===== config.mk =====
export PLATFORM = sky130hd
export DESIGN_NAME = register_writeback
export DESIGN_NICKNAME = d
export VERILOG_FILES = /design/src/rtl/register_writeback.sv
export SDC_FILE = /design/constraint.sdc
export NUM_CORES = 1
export LEC_CHECK = 0
export BUFFER_PORTS_ARGS = -buffer_cell sky130_fd_sc_hd__clkbuf_2
export CAP_MARGIN = 40
export CORE_AREA = 4 4 141 143
export DETAILED_ROUTE_END_ITERATION = 16
export DIE_AREA = 0 0 145 147
export PLACE_DENSITY = 0.87
export RECOVER_POWER = 25
export SETUP_SLACK_MARGIN = 0.4
export SLEW_MARGIN = 0
export SYNTH_ARGS = -nofsm -noshare
export SYNTH_HDL_FRONTEND = slang
export SYNTH_SLANG_ARGS = --single-unit

===== constraint.sdc =====
create_clock -name clk -period 3.3 [get_ports clk]
set_clock_uncertainty 0.2 [all_clocks]
set_input_delay 0.33 -clock clk [delete_from_list [all_inputs] [get_ports clk]]
set_output_delay 0.33 -clock clk [all_outputs]
set_load 0.005 [all_outputs]

===== src/rtl/register_writeback.sv =====
// register_writeback: queues ALU/load results and writes them to the 1W/2R register file.
// Keeps a per-register pending scoreboard for RAW stalls. Optional macro: WB_BYPASS_EN.
//
// Ports:
//   clk, rst_n                       clock, async active-low reset
//   alu_valid/alu_rd/alu_data        ALU result offer; alu_ready accepts
//   mem_valid/mem_rd/mem_data        load result offer; mem_ready accepts (priority over ALU)
//   wb_stall                         hold the queue, no pop while high
//   issue_claim/issue_rd             mark issue_rd as having a write outstanding
//   pending                          bit i = write to register i outstanding
//   register_write/write_data        register file write address/data (registered)
//   register_write_enable            one-cycle write strobe per entry
//
// WB_BYPASS_EN: when the queue is empty and not stalled, an accepted entry is loaded
// straight into the output registers (latency 1) instead of passing through the queue.
module register_writeback #(
    parameter int DATA_WIDTH     = 32,
    parameter int REG_ADDR_WIDTH = 5,
    parameter int FIFO_DEPTH     = 4
) (
    input  logic                         clk,
    input  logic                         rst_n,
    input  logic                         alu_valid,
    input  logic [REG_ADDR_WIDTH-1:0]    alu_rd,
    input  logic [DATA_WIDTH-1:0]        alu_data,
    output logic                         alu_ready,
    input  logic                         mem_valid,
    input  logic [REG_ADDR_WIDTH-1:0]    mem_rd,
    input  logic [DATA_WIDTH-1:0]        mem_data,
    output logic                         mem_ready,
    input  logic                         wb_stall,
    input  logic                         issue_claim,
    input  logic [REG_ADDR_WIDTH-1:0]    issue_rd,
    output logic [2**REG_ADDR_WIDTH-1:0] pending,
    output logic [REG_ADDR_WIDTH-1:0]    register_write,
    output logic [DATA_WIDTH-1:0]        write_data,
    output logic                         register_write_enable
);

    localparam int NUM_REGS = 2**REG_ADDR_WIDTH;
    localparam int PTR_W    = $clog2(FIFO_DEPTH);
    localparam int CNT_W    = $clog2(FIFO_DEPTH + 1);
    localparam logic [CNT_W-1:0] DEPTH = CNT_W'(FIFO_DEPTH);

    logic [REG_ADDR_WIDTH-1:0] r_q_rd   [FIFO_DEPTH];
    logic [DATA_WIDTH-1:0]     r_q_data [FIFO_DEPTH];
    logic [PTR_W-1:0]          r_wptr;
    logic [PTR_W-1:0]          r_rptr;
    logic [CNT_W-1:0]          r_count;
    logic [REG_ADDR_WIDTH-1:0] r_wa;
    logic [DATA_WIDTH-1:0]     r_wd;
    logic                      r_en;
    logic [NUM_REGS-1:0]       r_pending;

    logic                      w_room;
    logic                      w_take_mem;
    logic                      w_take_alu;
    logic                      w_acc;
    logic [REG_ADDR_WIDTH-1:0] w_in_rd;
    logic [DATA_WIDTH-1:0]     w_in_data;
    logic                      w_store_req;
    logic                      w_pop;
    logic                      w_bypass;
    logic                      w_push;
    logic [REG_ADDR_WIDTH-1:0] w_head_rd;
    logic [DATA_WIDTH-1:0]     w_head_data;
    logic [NUM_REGS-1:0]       w_pend_nxt;

    // Readies look only at the registered count, so a full queue
    // refuses even when a pop happens on the same edge.
    assign w_room     = (r_count < DEPTH);
    assign mem_ready  = w_room;
    assign alu_ready  = w_room & ~mem_valid;

    assign w_take_mem = mem_valid & w_room;
    assign w_take_alu = alu_valid & alu_ready;
    assign w_acc      = w_take_mem | w_take_alu;
    assign w_in_rd    = w_take_mem ? mem_rd : alu_rd;
    assign w_in_data  = w_take_mem ? mem_data : alu_data;

    // Writes to x0 complete the handshake but are discarded.
    assign w_store_req = w_acc & (w_in_rd != '0);
    assign w_pop       = (r_count != '0) & ~wb_stall;

`ifdef WB_BYPASS_EN
    assign w_bypass = w_store_req & (r_count == '0) & ~wb_stall;
`else
    assign w_bypass = 1'b0;
`endif

    assign w_push      = w_store_req & ~w_bypass;
    assign w_head_rd   = r_q_rd[r_rptr];
    assign w_head_data = r_q_data[r_rptr];

    // A claim on the same edge as the retiring write wins, since the
    // claim belongs to a younger instruction.
    always_comb begin
        w_pend_nxt = r_pending;
        if (w_pop) begin
            w_pend_nxt[w_head_rd] = 1'b0;
        end else if (w_bypass) begin
            w_pend_nxt[w_in_rd] = 1'b0;
        end
        if (issue_claim && (issue_rd != '0)) begin
            w_pend_nxt[issue_rd] = 1'b1;
        end
        w_pend_nxt[0] = 1'b0;
    end

    always_ff @(posedge clk or negedge rst_n) begin
        if (!rst_n) begin
            for (int i = 0; i < FIFO_DEPTH; i++) begin
                r_q_rd[i]   <= '0;
                r_q_data[i] <= '0;
            end
            r_wptr    <= '0;
            r_rptr    <= '0;
            r_count   <= '0;
            r_wa      <= '0;
            r_wd      <= '0;
            r_en      <= 1'b0;
            r_pending <= '0;
        end else begin
            if (w_push) begin
                r_q_rd[r_wptr]   <= w_in_rd;
                r_q_data[r_wptr] <= w_in_data;
                r_wptr           <= r_wptr + PTR_W'(1);
            end

            if (w_pop) begin
                r_rptr <= r_rptr + PTR_W'(1);
                r_wa   <= w_head_rd;
                r_wd   <= w_head_data;
                r_en   <= 1'b1;
            end else if (w_bypass) begin
                r_wa <= w_in_rd;
                r_wd <= w_in_data;
                r_en <= 1'b1;
            end else begin
                r_en <= 1'b0;
            end

            case ({w_push, w_pop})
                2'b10:   r_count <= r_count + CNT_W'(1);
                2'b01:   r_count <= r_count - CNT_W'(1);
                default: r_count <= r_count;
            endcase

            r_pending <= w_pend_nxt;
        end
    end

    assign register_write        = r_wa;
    assign write_data            = r_wd;
    assign register_write_enable = r_en;
    assign pending               = r_pending;

endmodule


[Word level (Yosys, flattened, before mapping)]
Cells that the tools add are included.
Cells by class
  eq/ne operators: 2
  mux-type cells: 22
  $add $sub $neg: 4
  bitwise gates (word level): 13
  $lt $le $gt $ge: 8
  reduce and logical (&&, ||, !) cells: 8
Operators by type and width (number)
  32-bit 2-to-1 mux: 6
  128-bit bitwise mux: 1
  32-bit binary-select mux with 2-bit select: 1
  32-bit demux with 2-bit select: 1
  32-bit bitwise AND: 1
  32-bit inverter: 1
  32-bit bitwise OR: 1
  20-bit bitwise mux: 1
  5-bit 2-to-1 mux: 4
  5-bit by 6-bit less-than comparator with 1-bit output, second input constant: 2
  5-bit binary-select mux with 2-bit select: 1
  1-bit demux with 5-bit select: 2
  5-bit demux with 2-bit select: 1
  5-bit by 1-bit greater-or-equal comparator with 1-bit output, second input constant: 2
  5-bit nonzero test: 2
  3-bit greater-or-equal comparator, second input constant: 2
  2-bit inverter with 3-bit output: 2
  3-bit one-hot mux with 2 select lines: 1
  1-bit bitwise AND: 5
  2-bit by 1-bit adder with 2-bit output, second input constant: 2
  1-bit logical AND: 4
  3-bit by 1-bit adder with 3-bit output, second input constant: 1
  3-bit by 1-bit less-than comparator with 1-bit output, second input constant: 1
  3-bit less-than comparator, second input constant: 1
  8 further kinds: 11
Storage, ports and cells
  bits of input ports: 85
  bits in registers: 224
  logic and storage cells: 72
  output and inout port bits: 72

[Logic depth before layout (Yosys ltp)]
Gate-level depths: netlist (run 1).
  depth after elaboration: 13
  mapped depth: 10

[Worst setup path before layout (run 1)]
No wires, ideal clock.
  kind: register to register
  start: reg r_count[2]
  end: reg r_count[2]
  arrival time: 2178 ps
  required time: 3020 ps
  setup slack: 842 ps
  setup time: 80 ps
  buffers on the path: 0
  stages on the path, launching flop included: 11
  cell sequence: dfrtp_1 > nand2b_4 > mux2i_4 > a21boi_0 > inv_1 > ha_1 > inv_1 > fa_1 > xor2_1 > nor2_1 > xnor2_1
On the way
  cells in the longest elaborated chain, start to end: 7
Ends and longest elaborated chain
  from (decl): line 49  | logic [CNT_W-1:0] r_count;
  from (signal assigned): line 144  | 2'b10: r_count <= r_count + CNT_W'(1);
  from (signal assigned): line 145  | 2'b01: r_count <= r_count - CNT_W'(1);
  from (signal assigned): line 146  | default: r_count <= r_count;
  3-bit less-than comparator: line 71  | assign w_room = (r_count < DEPTH);
  1-bit bitwise AND, on equally long branches: line 75, 73
  5-bit 2-to-1 mux or 1-bit bitwise AND (tied branches): line 78, 76
  5-bit nonzero test or 1-bit bitwise OR (tied branches): line 82, 77
  1-bit bitwise AND: line 82  | assign w_store_req = w_acc & (w_in_rd != '0);
  2-bit by 1-bit == test with 1-bit output or 2-bit == test (tied branches): line 143  | case ({w_push, w_pop})
  3-bit one-hot mux with 2 select lines or 2-bit nonzero test (tied branches)
Several ways; a longest one is shown, not always the timed one.
A chain may end at the register's enable or synchronous reset.

[Worst setup path in the final report (run 1)]
Same ends and word-level chain as after synthesis.

==> impl_metrics.ini, run 1 <==
[outcome]
outcome = completed

[layout]
final_cell_mix = dfrtp_1 (222), mux2_2 (210), clkbuf_2 (141), nand2_1 (69), mux4_2 (37)
final_common_cell = dfrtp_1
nets = 933
layout-drive-gt1-share = 0.527
diodes = 0
syn_to_final_growth_pct = 17.7

[detailed_routing]
routed_wl_um = 20800
route.detailed.drc = 0
drt-initial-drc-count = 217
vias_per_cell = 5.62
wl_per_cell_um = 19.1
antenna_left = 0
first_pass_iters = 4
route.vias.total = 6128

[floorplanning]
start_util = 0.542
coreArea_um2 = 18600
die_w_um = 145
io_pins = 157
die_y_um = 147
dieArea_um2 = 21300
rows = 50

[cts]
numCtsBuffers = 22
clockRootBuffer = clkbuf_16
cts_max_level = 1
cts.sinks = 224
clkSlewWorstSetupHoldPaths_ns = 0.06
cts_tree = yes
clockBufferDepth = 3
worstSkewPairLatency_ns = 0.50

[grt]
grt_pass1_wl_um = 34700
grt_pass1_vias = 6610
grt_use_total = 0.198
grt-ovfl-total = 0
grt_max_degree = 99
antenna_found_initial = 0

[timing]
grt_setup_unrepaired = no
fin_crit_sh = 0.793
setup_violations = 0
fin_hold_ws_ns = 0.0385
worst_pin_slew_ns = 0.906
setup_tns_ns = 0
fin_crit_ns = 2.62
maxSlewViolCount = 0
hold_viol = 0
max_freq_mhz = 382
slew_headroom = 0.395

[worst_hold_path]
min_from = mem_data[4]
worstHoldPathType = input port to register
hold_depth = 3
hold_end = r_q_data[100]$_DFFE_PN0P_

[pwr]
power.density_nw_per_um2 = 1020
max-vdd-ir-drop_mv = 0.573
static-leakage-power_nw = 5.29

[critical_path]
rr_worst_depth = 11
worstReg2RegStart = r_count[2]$_DFFE_PN0P_
arrival_ns = 2.80
r2r-end = r_count[2]$_DFFE_PN0P_
end_kind = register
required_ns = 3.48
rrSetupSlack_ns = 0.68
start_kind = register
cp_max_fo = 5
critical_path_class = register to register

[placed_design]
port_buffers = 155
gp_congestion = 0.816
dp_hpwl_um = 13500

[yosys]
yosys_warnings = 0
synth_seq_cells = 224
synth_fp_nets = 768
synthDistinctLibCells = 38
syn-cell-area_um2 = 10100
avgSynthCellArea_um2 = 14.9
netlist_instances = 677
ys_seq_area_frac = 0.556

[run]
maxCapViolCount = 0
[where the power goes]
group	switching, W	leakage, nW	internal [W]	total [W]
registers	0.000759	2.68	0.00417	0.00493
logic	0.00197	2.24	0.00270	0.00467
clock network	0.000995	0.362	0.00149	0.00248
[worst max-delay path, stage by stage (launching register included)]
cell and delay [ns]:
dfrtp_1 0.43, nand2b_4 0.20, buf_4 0.15, mux2_4 0.36
a21boi_0 0.25, inv_1 0.08, ha_1 0.23, inv_1 0.08
fa_1 0.18, xor2_1 0.15, nor2_1 0.07, xnor2_1 0.12
[area by class of cell]
type,instances,area [um^2]
Clock buffer,34,677
Clock inverter,5,50.0
Fill cell,1342,6720
Inverter,7,26.3
Multi-Input combinational cell,413,4260
Sequential cell,224,5610
Tap cell,234,293
Timing Repair Buffer,174,948
[what timing repair did]
item	in CTS	in global routing
endpoints found under the setup margin	0	2
resized for setup	0	0
hold buffers	1	0
endpoints found under the hold margin	94	0
buffers inserted	0	3
[flip-flops by register name (all words and copies together), names as in the netlist]
signal	flops
r_rptr	2
pending	31
register_write	5
register_write_enable	1
r_q_rd	20
r_wptr	2
r_count	3
r_q_data	128
write_data	32
[logic make-up after synthesis]
| group | Yosys count | share of synthesized area |
|---|---|---|
| multiplexers | 263 | 0.337 |
| buffers and inverters | 40 | 0.0216 |
| XOR/XNOR | 6 | 0.00521 |
| adder cells (fa/ha/maj) | 6 | 0.00819 |
| AO/OA/AOI/OAI | 37 | 0.0236 |
| other | 1 | 0.000372 |
| flip-flops | 224 | 0.556 |
| AND/OR/NAND/NOR | 100 | 0.0482 |
[metrics by stage]
stage	utilization	total power (W)	cells	worst slack [ns]	cell area, um^2
after floorplan	-	0.00822	677	0.842	10100
final	0.639	0.0121	1091	0.684	11900
after global routing	0.639	0.0129	1091	0.470	11900
after global placement	0.599	0.00946	1048	0.522	11100
after detailed placement	0.599	0.00968	1048	0.481	11100
after CTS	0.638	0.0122	1088	0.431	11900
[routing by layer]
metal / GRT usage / wire length [um] / share of wire
met5: 0 / 0 / 0
met4: 0.0504 / 264 / 0.013
met1: 0.273 / 9180 / 0.44
met2: 0.334 / 10300 / 0.49
met3: 0.0321 / 1110 / 0.053
[cell usage after synthesis, drive strengths merged]
cell type,count,area [um^2]
or4b,2,20.0
or3,1,6.26
a21boi,1,7.51
nand3b,3,22.5
fa,1,20.0
xor2,2,17.5
and3,2,12.5
nand2,69,259
nand3,1,5.00
clkbuf,5,18.8
nor3,2,10.0
inv,7,26.3
nand2b,1,13.8
o21ba,1,10.0
ha,5,62.6
buf,28,173
nor3b,4,30.0
mux4,37,833
nand4bb,1,11.3
or4,1,11.3
a21oi,4,65.1
nor4,2,12.5
xnor2,4,35.0
mux2,224,2530
dfrtp,224,5610
nor2,5,18.8
mux2i,2,32.5
or3b,3,26.3
conb,1,3.75
and3b,3,26.3
o21ai,31,155
[worst max path at each step]
stage               depth (start not counted)              startpoint  slack (ns)                      to
floorplan                                  10  r_count[2]$_DFFE_PN0P_        0.84  r_count[2]$_DFFE_PN0P_
global placement                           10  r_count[2]$_DFFE_PN0P_        0.52  r_count[2]$_DFFE_PN0P_
detailed placement                         10  r_count[2]$_DFFE_PN0P_        0.48  r_count[2]$_DFFE_PN0P_
CTS                                        10  r_count[2]$_DFFE_PN0P_        0.43  r_count[2]$_DFFE_PN0P_
global route                                9  r_count[2]$_DFFE_PN0P_        0.47  r_count[1]$_DFFE_PN0P_
finish                                     11  r_count[2]$_DFFE_PN0P_        0.68  r_count[2]$_DFFE_PN0P_
Note: power is estimated with default switching activity, not from simulation.
==> inputs of run 2 (changes only) <==
Settings changed: ABC_AREA set to 1, CORE_AREA 4 4 141 143 to 4 4 150 152, DIE_AREA 0 0 145 147 to 0 0 154 156, PLACE_DENSITY 0.87 to 0.86.
Clock period 3.3 ns to 2.37 ns, I/O delays scaled along.
==> impl_metrics.ini, run 2 <==
[critical_path]
critical_path_class = register to register
arrival_ns = 2.69
end_kind = register
required_ns = 2.56
cp_max_fo = 8
start_kind = register

[layout]
diodes = 0
largest_register_ffs = 128
layout-drive-gt1-share = 0.195
final_cell_mix = nand2_1 (513), dfrtp_1 (223), nor2_1 (172), clkbuf_2 (155), nand4_1 (149)
largest_register = r_q_data
nets = 1703
postLayoutCoreUtil = 0.669
nFillCells = 1503
syn_to_final_growth_pct = 28.8
final_common_cell = nand2_1

[floorplanning]
rows = 53
dieArea_um2 = 24000
coreArea_um2 = 21000
die_w_um = 154
io_pins = 157
die_y_um = 156
start_util = 0.519

[timing]
setup_violations = 1
postLayoutSetupSlackWorst_ns = -0.133
hold_viol = 0
fin_hold_ws_ns = 0.00191
grt_setup_unrepaired = yes
max_freq_mhz = 400
worst_pin_slew_ns = 1.04
maxSlewViolCount = 0
slew_headroom = 0.309
fin_crit_sh = 1.06
fin_crit_ns = 2.50

[placed_design]
gp_congestion = 0.916
port_buffers = 155
dp_hpwl_um = 19700

[yosys]
synth_fp_nets = 1484
yosys_warnings = 0
avgSynthCellArea_um2 = 7.83
async_reset_ff_frac = 1.00
yosysTopAreaCell = dfrtp_1
synthDistinctLibCells = 30
netlist_instances = 1393
yosys.area.top_type_share = 0.514
synth_seq_cells = 224
netlist_top_cells_area = dfrtp_1 (51%), nand2_1 (18%), nand4_1 (8.5%)
synth_edf_count = 0
ys_seq_area_frac = 0.514
synthTopCellsByCount = nand2_1 (524), dfrtp_1 (224), nor2_1 (175)
synthMostInstantiatedCell = nand2_1
synthFlopType = dfrtp_1
syn-cell-area_um2 = 10900

[pwr]
totalPowerFinal_w = 0.0199
power.density_nw_per_um2 = 1420
static-leakage-power_nw = 7.15
max-vdd-ir-drop_mv = 0.711

[grt]
grt_use_total = 0.310
grt_pass1_vias = 11500
grt_pass1_wl_um = 60300
antenna_found_initial = 0
grt_max_degree = 73
grt-ovfl-total = 0

[detailed_routing]
route.vias.total = 11600
vias_per_cell = 6.07
wl_per_cell_um = 20.0
first_pass_iters = 6
route.detailed.drc = 0
routed_wl_um = 38100
drt-initial-drc-count = 1539
antenna_left = 0

[cts]
cts_max_level = 1
numCtsBuffers = 24
clkSlewWorstSetupHoldPaths_ns = 0.06
clockRootBuffer = clkbuf_16
clockBufferDepth = 3
cts_tree = yes
worstSkewPairLatency_ns = 0.52
cts.sinks = 224

[outcome]
violations = setup timing
outcome = finished with violations

[run]
maxCapViolCount = 0

[worst_hold_path]
worstHoldPathType = input port to register
run 2: cell types whose count changed after synthesis, moves of 19 or more:
| cell | change |
|---|---|
| nand2_1 | +455 |
| mux2_2 | -210 |
| nor2_1 | +170 |
| nand4_1 | +149 |
| o21ai_0 | +69 |
| nand3_1 | +47 |
| clkbuf_1 | +40 |
| mux4_2 | -37 |
| a31oi_1 | +32 |
| o21ai_1 | -26 |
| buf_2 | +19 |
run 2: path summary, 6_finish.rpt:
kind | startpoint | end | slack, ns | cells past startpoint
max | r_count[2]$_DFFE_PN0P_ | r_count[2]$_DFFE_PN0P_ | -0.13 | 13
min | alu_data[2] | r_q_data[66]$_DFFE_PN0P_ | 0.002 | 5
max reg2reg | r_count[2]$_DFFE_PN0P_ | r_count[2]$_DFFE_PN0P_ | -0.13 | 13
min reg2reg | r_q_data[81]$_DFFE_PN0P_ | r_q_data[81]$_DFFE_PN0P_ | 0.27 | 2
max in group asynchronous | rst_n | write_data[10]$_DFFE_PN0N_ | 0.33 | 3
min in group asynchronous | rst_n | pending[4]$_DFF_PN0_ | 0.28 | 2
run 2: cell type report:
cell class	count	area, um^2	area share
inverters	22	87.6	0.00623
repair buffers	294	2180	0.155
clock buffers	29	661	0.0470
well taps	275	344	0.0245
multi-input cells	1046	4970	0.354
flip-flops and latches	224	5610	0.399
clock inverters	15	204	0.0145
run 2: kinds of logic after synthesis:
logic type,synth area share
xor+xnor,0.00241
other cells,0.000344
fa+ha+maj,0.00757
flops,0.514
compound gates,0.0564
simple gates,0.366
buf+inv,0.0538
run 2: metrics by stage:
| step | cell area, um^2 | worst slack (ns) | TNS (ns) | instances |
|---|---|---|---|---|
| after global routing | 14100 | -0.144 | -0.144 | 1905 |
| after detailed placement | 12000 | -0.176 | -18.52 | 1762 |
| after global placement | 12000 | -0.0901 | -9.95 | 1762 |
| final | 14100 | -0.133 | -0.133 | 1905 |
| after CTS | 14000 | 0.0814 | 0 | 1903 |
| after floorplan | 10900 | 0.0455 | 0 | 1393 |
run 2: power by group:
part | leakage (nW) | internal (W) | total [W] | switching, W
clock network | 0.435 | 0.00253 | 0.00413 | 0.00160
logic | 3.94 | 0.00317 | 0.00909 | 0.00592
registers | 2.78 | 0.00561 | 0.00673 | 0.00112
run 2: timing repair:
action / CTS / global route
hold buffers: 69 / 0
endpoints found under the setup margin: 211 / 216
setup buffers: 22 / 2
pin swaps: 16 / 5
cloned: 6 / 0
hold endpoints to repair: 349 / 0
resized for setup: 35 / 20
run 2: metal layers:
metal,GRT usage,routed length [um],part of all wire
met5,0,0,0
met2,0.506,18200,0.48
met4,0.175,2260,0.059
met1,0.376,13000,0.34
met3,0.0793,4670,0.12
run 2: worst max-delay path, stage by stage (launching register included):
cell and delay (ns):
dfrtp_1 0.40, inv_2 0.09, buf_6 0.16, nand3_1 0.09, nand2_2 0.09, nor2_4 0.13
nand3_4 0.12, nand2_4 0.10, ha_4 0.13, inv_2 0.06, fa_2 0.36, a21oi_2 0.15
o21ai_1 0.12, xor2_1 0.17
==> inputs of run 3 (changes only) <==
Settings changed: ABC_AREA 1 to not set, CORE_AREA 4 4 150 152 to 4 4 146 148, DIE_AREA 0 0 154 156 to 0 0 150 152, PLACE_DENSITY 0.86 to 0.85.
==> impl_metrics.ini, run 3 (same netlist as run 1, synthesis figures left out) <==
[outcome]
outcome = completed

[cts]
worstSkewPairLatency_ns = 0.52
clkSlewWorstSetupHoldPaths_ns = 0.07
cts_tree = yes
clockBufferDepth = 3
cts.sinks = 224
cts_max_level = 1
clockRootBuffer = clkbuf_16
numCtsBuffers = 24

[critical_path]
critical_path_class = register to register
start_kind = register
cp_max_fo = 8
end_kind = register
required_ns = 2.57
arrival_ns = 2.47

[placed_design]
port_buffers = 155
gp_congestion = 0.832
dp_hpwl_um = 15000

[layout]
largest_register_ffs = 128
nets = 1066
final_cell_mix = dfrtp_1 (222), clkbuf_2 (155), mux2_4 (135), mux2_2 (89), dlygate4sd3_1 (79)
largest_register = r_q_data
layout-drive-gt1-share = 0.578
syn_to_final_growth_pct = 43.1
nFillCells = 1194
final_common_cell = dfrtp_1

[timing]
hold_viol = 0
fin_crit_ns = 2.27
grt_setup_unrepaired = yes
setup_tns_ns = 0
worst_pin_slew_ns = 1.15
setup_violations = 0
fin_hold_ws_ns = 0.0455
slew_headroom = 0.233
max_freq_mhz = 440
fin_crit_sh = 0.960
maxSlewViolCount = 0

[grt]
antenna_found_initial = 1
grt_use_total = 0.229
grt_max_degree = 68
grt_pass1_wl_um = 41800
grt-ovfl-total = 0
grt_pass1_vias = 7465

[detailed_routing]
route.vias.total = 7296
routed_wl_um = 30400
wl_per_cell_um = 24.1
first_pass_iters = 5
drt-initial-drc-count = 460
vias_per_cell = 5.77
antenna_left = 0
route.detailed.drc = 0

[pwr]
power.density_nw_per_um2 = 1460
static-leakage-power_nw = 6.60
totalPowerFinal_w = 0.0210
max-vdd-ir-drop_mv = 0.755

[floorplanning]
dieArea_um2 = 22800
coreArea_um2 = 20000
start_util = 0.503
die_w_um = 150
io_pins = 157
die_y_um = 152
rows = 52

[run]
maxCapViolCount = 0

[worst_hold_path]
worstHoldPathType = input port to register
## run 3: changes by cell type in the layout (fill, tap and decap cells not counted), moves of 38 or more
| cell | change |
|---|---|
| nor2_1 | -168 |
| nand4_1 | -149 |
| nand2_1 | -444 |
| mux4_2 | +38 |
| nand3_1 | -44 |
| mux2_4 | +135 |
| o21ai_0 | -70 |
| mux2_2 | +89 |
## run 3: timing repair
item	CTS	global route
hold buffers	79	0
setup buffers	18	7
pin swaps	23	11
endpoints found under the hold margin	358	0
setup endpoints to repair	216	207
cloned	6	13
gates resized for setup	48	91
## run 3: per-stage QoR
| stage | setup WS (ns) | std cells | area (um^2) | util |
|---|---|---|---|---|
| 2_1_floorplan | 0.0558 | 677 | 10400 | - |
| 3_3_place_gp | 0.0877 | 1096 | 11600 | 0.579 |
| 3_5_place_dp | 0.0841 | 1096 | 11600 | 0.579 |
| 4_1_cts | 0.190 | 1243 | 13700 | 0.686 |
| 5_1_grt | 0.0475 | 1264 | 14400 | 0.719 |
| 6_report | 0.0953 | 1264 | 14400 | 0.719 |
## run 3: worst paths after layout
check | from | to | slack, ns | cells after the start
setup / recovery | r_count[2]$_DFFE_PN0P_ | r_q_data[26]$_DFFE_PN0P_ | 0.1 | 6
hold / removal | mem_rd[2] | r_q_rd[17]$_DFFE_PN0P_ | 0.05 | 3
setup reg to reg | r_count[2]$_DFFE_PN0P_ | r_q_data[26]$_DFFE_PN0P_ | 0.1 | 6
hold reg to reg | pending[24]$_DFF_PN0_ | pending[24]$_DFF_PN0_ | 0.29 | 2
max in group asynchronous | rst_n | pending[20]$_DFF_PN0_ | 0.38 | 3
min in group asynchronous | rst_n | r_q_data[15]$_DFFE_PN0P_ | 0.07 | 2
## run 3: layout make-up
cell class	count	area, um^2	area share
clock buffer	27	643	0.0446
antenna	1	2.50	0.000174
inverter	7	26.3	0.00182
sequential	224	5610	0.389
clock inverter	17	211	0.0147
timing repair buffer	304	2660	0.184
multi-input combinational	414	4930	0.342
tap	270	338	0.0234
## run 3: power by group
part,switching [W],total [W],internal [W]
combinational,0.00387,0.00980,0.00593
clock,0.00165,0.00406,0.00241
sequential,0.00134,0.00715,0.00581
total,0.00686,0.0210,0.0142
## run 3: layer usage
metal,up-vias,global-route usage,part of all wire
met1,3827,0.311,0.40
met3,82,0.0313,0.058
met2,330,0.393,0.51
met5,-,0,0
li1,3057,-,-
met4,0,0.0549,0.033
## run 3: critical path, stage by stage, from the launching register on
cell and delay [ns]:
dfrtp_1 0.37, nand2b_4 0.18, mux2_4 0.34, buf_8 0.15, a21oi_4 0.34, clkbuf_16 0.26
mux2_4 0.31
